===== config.mk =====
export PLATFORM = sky130hd
export DESIGN_NAME = hazard_forward_ctrl
export DESIGN_NICKNAME = d
export VERILOG_FILES = /design/src/rtl/hazard_forward_ctrl_pkg.sv /design/src/rtl/hazard_forward_ctrl_fwd_select.sv /design/src/rtl/hazard_forward_ctrl.sv
export SDC_FILE = /design/constraint.sdc
export NUM_CORES = 1
export LEC_CHECK = 0
export BUFFER_PORTS_ARGS = -buffer_cell sky130_fd_sc_hd__buf_2
export CAP_MARGIN = 20
export CORE_ASPECT_RATIO = 0.75
export CORE_MARGIN = 2
export CORE_UTILIZATION = 45
export CTS_BUF_LIST = sky130_fd_sc_hd__clkbuf_8
export CTS_CLUSTER_SIZE = 14
export DETAILED_ROUTE_END_ITERATION = 12
export GPL_TIMING_DRIVEN = 0
export MAX_ROUTING_LAYER = met4
export PLACE_DENSITY = 0.67
export SLEW_MARGIN = 40
export SYNTH_ARGS = -nofsm -noshare
export SYNTH_HDL_FRONTEND = slang
export SYNTH_SLANG_ARGS = --single-unit

===== constraint.sdc =====
create_clock -name clk -period 6.3 [get_ports clk]
set_clock_uncertainty 0.2 [all_clocks]
set_input_delay 1.89 -clock clk [delete_from_list [all_inputs] [get_ports clk]]
set_output_delay 1.89 -clock clk [all_outputs]
set_load 0.005 [all_outputs]

===== src/rtl/hazard_forward_ctrl_pkg.sv =====
// Shared types for the hazard/forwarding controller: forward codes,
// FSM states and the shadow-pipe entry carried through EX and MEM.
package hazard_forward_ctrl_pkg;

  localparam int REG_W_DEF = 5;

  localparam logic [1:0] FWD_BUS = 2'b00;
  localparam logic [1:0] FWD_MEM = 2'b01;
  localparam logic [1:0] FWD_EX  = 2'b10;

  typedef enum logic [1:0] {
    RUN,
    STALL,
    FLUSH
  } state_t;

  typedef struct packed {
    logic [REG_W_DEF-1:0] dst;
    logic                 regwrite;
    logic                 memread;
  } shadow_t;

  localparam shadow_t NOP_ENTRY = '{
    dst:      '0,
    regwrite: 1'b0,
    memread:  1'b0
  };

endpackage


===== src/rtl/hazard_forward_ctrl_fwd_select.sv =====
// Operand forward selector: compares one source specifier against the
// EX and MEM shadow entries and returns the forwarding mux code.
module fwd_select
  import hazard_forward_ctrl_pkg::*;
(
  input  logic [REG_W_DEF-1:0] src,
  input  logic                 use_src,
  input  shadow_t              ex,
  input  shadow_t              mem,
  output logic [1:0]           code
);

  logic live;
  logic ex_hit;
  logic mem_hit;

  assign live    = use_src && (src != '0);
  assign ex_hit  = live && ex.regwrite && (ex.dst == src);
  assign mem_hit = live && mem.regwrite && (mem.dst == src);

  // EX and MEM may both match; the younger result must win
  always_comb begin
    code = FWD_BUS;
    priority case (1'b1)
      ex_hit:  code = FWD_EX;
      mem_hit: code = FWD_MEM;
      default: code = FWD_BUS;
    endcase
  end

endmodule


===== src/rtl/hazard_forward_ctrl.sv =====
// Hazard/forwarding controller: shadow EX/MEM fields, registered forward
// codes, load-use stall and branch flush, saturating lost-cycle counter.
module hazard_forward_ctrl
  import hazard_forward_ctrl_pkg::*;
#(
  parameter int REG_W = REG_W_DEF,
  parameter int CNT_W = 16
) (
  input  logic             clk,
  input  logic             rst,
  input  logic [REG_W-1:0] id_rs,
  input  logic [REG_W-1:0] id_rt,
  input  logic             id_use_rs,
  input  logic             id_use_rt,
  input  logic [REG_W-1:0] id_dst,
  input  logic             id_regwrite,
  input  logic             id_memread,
  input  logic             id_memwrite,
  input  logic             ex_branch_taken,
  output logic [1:0]       forward_a,
  output logic [1:0]       forward_b,
  output logic             ex_memwrite,
  output logic             pc_write,
  output logic             ifid_write,
  output logic             idex_bubble,
  output logic             ifid_flush,
  output logic [CNT_W-1:0] lost_cycles
);

  state_t     state;
  state_t     state_d;
  shadow_t    ex_sh;
  shadow_t    mem_sh;
  shadow_t    id_sh;
  logic       ex_load;
  logic       hit_rs;
  logic       hit_rt;
  logic       hazard;
  logic [1:0] fa_d;
  logic [1:0] fb_d;

  assign id_sh = '{
    dst:      id_dst,
    regwrite: id_regwrite,
    memread:  id_memread
  };

  fwd_select u_fwd_a (
    .src     (id_rs),
    .use_src (id_use_rs),
    .ex      (ex_sh),
    .mem     (mem_sh),
    .code    (fa_d)
  );

  fwd_select u_fwd_b (
    .src     (id_rt),
    .use_src (id_use_rt),
    .ex      (ex_sh),
    .mem     (mem_sh),
    .code    (fb_d)
  );

  assign ex_load = ex_sh.memread && ex_sh.regwrite
                && (ex_sh.dst != '0);
  assign hit_rs  = id_use_rs && (id_rs == ex_sh.dst);
  assign hit_rt  = id_use_rt && (id_rt == ex_sh.dst);

  // STALL and FLUSH always last one cycle, so only RUN may start a stall
  assign hazard  = ex_load && (hit_rs || hit_rt)
                && (state == RUN);

  always_comb begin
    pc_write    = 1'b1;
    ifid_write  = 1'b1;
    idex_bubble = 1'b0;
    ifid_flush  = 1'b0;
    state_d     = RUN;
    if (!rst) begin
      priority case (1'b1)
        ex_branch_taken: begin
          ifid_flush  = 1'b1;
          idex_bubble = 1'b1;
          state_d     = FLUSH;
        end
        hazard: begin
          pc_write    = 1'b0;
          ifid_write  = 1'b0;
          idex_bubble = 1'b1;
          state_d     = STALL;
        end
        default: state_d = RUN;
      endcase
    end
  end

  always_ff @(posedge clk) begin
    if (rst) begin
      state       <= RUN;
      ex_sh       <= NOP_ENTRY;
      mem_sh      <= NOP_ENTRY;
      forward_a   <= FWD_BUS;
      forward_b   <= FWD_BUS;
      ex_memwrite <= 1'b0;
      lost_cycles <= '0;
    end else begin
      state       <= state_d;
      mem_sh      <= ex_sh;
      ex_sh       <= idex_bubble ? NOP_ENTRY : id_sh;
      forward_a   <= idex_bubble ? FWD_BUS : fa_d;
      forward_b   <= idex_bubble ? FWD_BUS : fb_d;
      ex_memwrite <= id_memwrite && !idex_bubble;
      if (idex_bubble && (lost_cycles != {CNT_W{1'b1}}))
        lost_cycles <= lost_cycles + 1'b1;
    end
  end

endmodule


==> Word level (Yosys, flattened, before mapping) <==
Index checks and enable logic that the tools add are counted.
Widths: inputs -> output; s select.
{ "op_classes": {"add_sub_neg": 1, "n_eq_ne": 7, "n_mux": 14, "n_reduce_logical": 28} }
{ "op_table": {"columns": ["cell", "n"], "rows": [
  ["$eq 5x5->1", 6],
  ["$logic_and 1x1->1", 18],
  ["$add 16x1->16 const B", 1],
  ["$ne 16x16->1 const B", 1],
  ["$reduce_bool 5->1", 3],
  ["$mux 1", 11],
  ["$mux 2", 3],
  ["$reduce_or 3->1", 2],
  ["$reduce_or 2->1", 2],
  ["$logic_not 2->1", 1],
  ["$logic_not 1->1", 1],
  ["$logic_or 1x1->1", 1]
]} }
{ "word_totals": {"register_bits": 36, "inputBits": 23, "out_inout_bits": 25, "wordCells": 63} }

==> Depth between registers and ports, before layout <==
{ "depth": {"ltp_word": 10, "ltp_mapped": 8, "depth_no_buf": 7} }

==> Hierarchy <==
From an unflattened synthesis, not the netlist that was laid out.
{ "unflattened": {"hier_cells": 200, "area_unflattened_um2": 1851.8} }
{ "modules_own_cells": {"columns": ["module", "n_inst", "cells_per_inst", "area_each_um2", "seq_area_each_um2"], "rows": [
  ["hazard_forward_ctrl", 1, 162, 1546.5, 740.7],
  ["fwd_select", 2, 19, 152.6, 0.0]
]} }

==> Worst setup path after synthesis <==
No wires, ideal clock.
{ "synth_path": {"kind": "input -> output", "start": "input port id_rt[4]", "end": "output port pc_write", "arrival_ps": 2862, "required_ps": 4210, "setup_slack_ps": 1348, "cell_stages": 7, "n_path_buf": 1, "cell_sequence": "xnor2_1 -> nand3_1 -> o22ai_2 -> nand2_1 -> nor3_1 -> inv_1 -> buf_4"} }
{ "synth_between": {"elab_chain_len": 8} }
{ "synth_lines": {"columns": ["item", "line", "text"], "rows": [
  ["start, declared", "hazard_forward_ctrl.sv:12", "input logic [REG_W-1:0] id_rt,"],
  ["$eq 5x5->1", "hazard_forward_ctrl.sv:67", "assign hit_rt = id_use_rt && (id_rt == ex_sh.dst);"],
  ["$logic_and 1x1->1", "hazard_forward_ctrl.sv:67", null],
  ["$logic_or 1x1->1", "hazard_forward_ctrl.sv:70", "assign hazard = ex_load && (hit_rs || hit_rt)"],
  ["$logic_and 1x1->1", "hazard_forward_ctrl.sv:70", null],
  ["$logic_and 1x1->1", "hazard_forward_ctrl.sv:71", "&& (state == RUN);"],
  ["$mux 1 (3 in a row)", null, null],
  ["end, declared", "hazard_forward_ctrl.sv:23", "output logic pc_write,"]
]} }
No other way between the ends.

==> Worst setup path after layout <==
{ "layout_path": {"start": "input port id_rt[2]", "end": "output port pc_write"} }
{ "layout_between": {"elab_chain_len": 8} }
{ "layout_lines": {"columns": ["item", "line", "text"], "rows": [
  ["$eq 5x5->1", "hazard_forward_ctrl.sv:67", null],
  ["$logic_and 1x1->1", "hazard_forward_ctrl.sv:67", null],
  ["$logic_or 1x1->1", "hazard_forward_ctrl.sv:70", null],
  ["$logic_and 1x1->1", "hazard_forward_ctrl.sv:70", null],
  ["$logic_and 1x1->1", "hazard_forward_ctrl.sv:71", null],
  ["$mux 1 (2 in a row)", "hazard_forward_ctrl.sv:80", "priority case (1'b1)"],
  ["$mux 1", "hazard_forward_ctrl.sv:79", "if (!rst) begin"]
]} }
No other way between the ends.

==> parameters.txt <==
Parameter                              Value

Status
  Result of the run    complete, no violations

Floorplan
  Core Rows    19
  Horiz. Die Dim    75.1 um
  Vertical die dimension    approximately 57 um
  Number of ports placed on the die boundary    48
  Initial standard-cell utilization of the core    46.9%
  Core Area    0.00364 mm2
  Die Outline Area    0.00430 mm2

Pwr
  Leakage    0.876 nW
  Switching power share of the total    22.0%
  Cell-internal power    368 uW
  Clock share of power    40.9%
  Worst ir drop on vdd    ~0.14 mV
  Post-layout total power    472 uW
  P per Cell Area    about 220 mW/mm2
  Sw power    104 uW
  Portion of total power attributed to combinational logic    8.9%
  Register share of total power    50.2%

Setup path
  Maximum fanout encountered on the critical timing path    5
  Worst Setup Start Kind    primary input
  Delay of the slowest critical-path stage    about 340 ps
  Chain of cells forming the critical path    buf_2 -> xnor2_1 -> nand3_1 -> o22ai_2 -> nand2_1 -> nor3_1 -> inv_1 -> buf_4 -> buf_2
  Critical path class    in -> out
  Critical Path AT    3290 ps
  Required @ worst endpoint    4210 ps
  Bufs and invs on worst path    4
  Master of the slowest instance on the critical path    sky130_fd_sc_hd__o22ai_2
  Most frequent CP cell    sky130_fd_sc_hd__buf_2
  Critical path's top delay family    simple AND/OR/NAND/NOR gates
  Kind of end point of the critical path    output pin

Global route
  Via count of the first global-routing pass    1320
  Global-route wire length before repair    around 6200 um
  Global-route usage over all layers    19.5%
  Antenna violations before repair    0
  Largest net degree at the start of global routing    12
  Total overflow reported by the global router    0

Route
  Via count    1504
  DRC violations left    0
  Remaining antenna violation count after routing    0
  DRT iter0 DRCs    79
  DRT Wirelength    3710 um
  WL per Instance    12.5 um
  DR vias/cell    5.06
  Total iterations of the first detailed-routing run    4

Finish
  Post-Layout Inst Area    0.00211 mm2
  Total area of sequential cells    721 um2
  Share of cells above drive strength 1    roughly a quarter
  Area delta synth->final    23.9%
  Most common cell after layout, fill and taps aside    sky130_fd_sc_hd__buf_2
  Final design utilization    around three fifths
  Inserted Diodes    0
  Leading cell types in the layout, fill and taps excluded    sky130_fd_sc_hd__buf_2 (48), sky130_fd_sc_hd__dfxtp_1 (36), sky130_fd_sc_hd__nand2_1 (15), sky130_fd_sc_hd__nor2_1 (13)
  Area taken by multi-input logic gates    942 um2
  Fillers    357
  Post-layout nets    between 200 and 300

Clock network
  TritonCTS clock tree    done
  Clock insertion delay at the later pin of the skew report    280 ps
  Hold Buf Count CTS    0
  Number of buffers created by CTS    5
  Sink Count    36
  Clock tree root driver cell    sky130_fd_sc_hd__clkbuf_8
  CTS Buffer Depth    2
  CTS H-tree depth    2
  Clock slew at the register clock pins of the worst setup and hold paths    ~70 ps
  Number of setup buffers added after CTS    0
  Number of cells upsized or downsized after cts    0

Timing
  Relative slew slack    66.6%
  Share of the clock period used by the worst path after layout    85.5%
  Worst Hold Slack    ~250 ps
  Actual transition at the worst max-transition pin    501 ps
  Number of failing setup endpoints in the final timing report    0
  Final hold vios    0
  Final sum of negative setup slack    0 ps
  Unrepaired setup endpoints after global routing    no
  Final count of pins violating max slew    0
  Achievable clock frequency    between 150 and 200 MHz
  Min Clock Period, post-route    around 5400 ps

Placed design
  Number of buffers inserted by port buffering    47
  Final weighted congestion in routability-driven placement    0.860
  Total placed instance area    approximately 0.002 mm2
  Hpwl dp    approximately 2800 um

Synth
  Syn. warnings    0
  Number of enable-type register cells in the synthesized netlist    0
  Syn_nets    214
  Gate count after technology mapping    190
  Share of synthesized area occupied by flip-flops and latches    a little over two fifths
  Primary FF master, synth    sky130_fd_sc_hd__dfxtp_1
  Synthesized area per cell    8.98 um2
  Count of different cell masters after synthesis    39
  Number of synthesized register bits    36
  Area of the mapped netlist    between 0.0015 and 0.002 mm2
  Proportion of synthesized flip-flops having asynchronous set or reset    0%

Run
  Count of max-cap constraint violations    0

Hold path
  HP Class    reg -> reg
## power groups by stage
stage                     sequential, mW  combinational, mW  clock [mW]
after floorplan                    0.241             0.0247           0
after detailed placement           0.242             0.0419           0
after global placement             0.242             0.0411           0
after global routing               0.238             0.0472       0.209
final                              0.237             0.0419       0.193
after CTS                          0.237             0.0423       0.196
## sequential cells by signal (all words and copies together) (netlist names)
register / count
ex_sh: 7
state: 2
forward_b: 2
lost_cycles: 16
ex_memwrite: 1
forward_a: 2
mem_sh: 6
## final cells by class
cell class / instances / area share, %
well taps: 52 / 3.08
multi-input cells: 146 / 44.6
inverters: 1 / 0.178
repair buffers: 47 / 11.1
clock buffers: 5 / 3.26
clock inverters: 3 / 1.84
plain buffers: 7 / 1.84
flip-flops and latches: 36 / 34.1
## worst reg2reg max path, cell delays in order, from the launching register on
cell	delay [ps]
sky130_fd_sc_hd__dfxtp_1	380
sky130_fd_sc_hd__ha_1	230
sky130_fd_sc_hd__nand3_1	160
sky130_fd_sc_hd__nor4_4	380
sky130_fd_sc_hd__nor2b_2	110
sky130_fd_sc_hd__a21oi_4	230
sky130_fd_sc_hd__buf_6	180
sky130_fd_sc_hd__nor4_1	60
sky130_fd_sc_hd__nor4_1	260
## final timing paths
check	to	cells past startpoint	from	slack [ps]
setup / recovery	pc_write	9	id_rt[2]	920
hold / removal	forward_a[0]	2	mem_sh[1]	250
setup reg to reg	lost_cycles[15]	8	lost_cycles[0]	4010
hold reg to reg	forward_a[0]	2	mem_sh[1]	250
## stage by stage
step / instances / setup slack [ps]
2_1_floorplan: 190 / 1350
3_3_place_gp: 289 / 953
3_5_place_dp: 289 / 944
4_1_cts: 297 / 933
5_1_grt: 297 / 768
6_report: 297 / 916
## cells by family after synthesis
family / Yosys count / share of synthesized area [%]
flops: 36 / 42.3
simple gates: 90 / 30.7
compound gates: 32 / 12.0
buf+inv: 8 / 2.49
mux: 1 / 0.587
fa+ha+maj: 1 / 0.734
xor+xnor: 22 / 11.3
## Yosys cell counts (2+ instances only)
cell type                  instances  share of area, %
sky130_fd_sc_hd__o21ai_1           3              0.88
sky130_fd_sc_hd__and4_1            2               1.0
sky130_fd_sc_hd__o211ai_1          2              0.88
sky130_fd_sc_hd__xor2_1           10               5.1
sky130_fd_sc_hd__o31ai_1           2              0.88
sky130_fd_sc_hd__nor2_1           13               2.9
sky130_fd_sc_hd__or4_1             6               2.6
sky130_fd_sc_hd__nor3_1            3              0.88
sky130_fd_sc_hd__and2_1            9               3.3
sky130_fd_sc_hd__nand2_1          15               3.3
sky130_fd_sc_hd__or3_1             7               2.6
sky130_fd_sc_hd__nand4_1           6               2.2
sky130_fd_sc_hd__nand3_1           6               1.8
sky130_fd_sc_hd__dfxtp_1          36                42
sky130_fd_sc_hd__a21oi_1          12               3.5
sky130_fd_sc_hd__o21ai_0           6               1.8
sky130_fd_sc_hd__clkbuf_1          4              0.88
sky130_fd_sc_hd__nor4_1            4               1.5
sky130_fd_sc_hd__nor2b_1          12               4.4
sky130_fd_sc_hd__and3_1            2              0.73
sky130_fd_sc_hd__xnor2_1          12               6.2
## metal layers
layer	GRT usage [%]	vias up	wire length, um
li1	-	784	-
met1	30.0	673	2000
met2	24.4	41	1500
met3	4.95	6	167
met4	6.38	0	42
met5	-	-	0
Power figures use the tool's default switching activity.
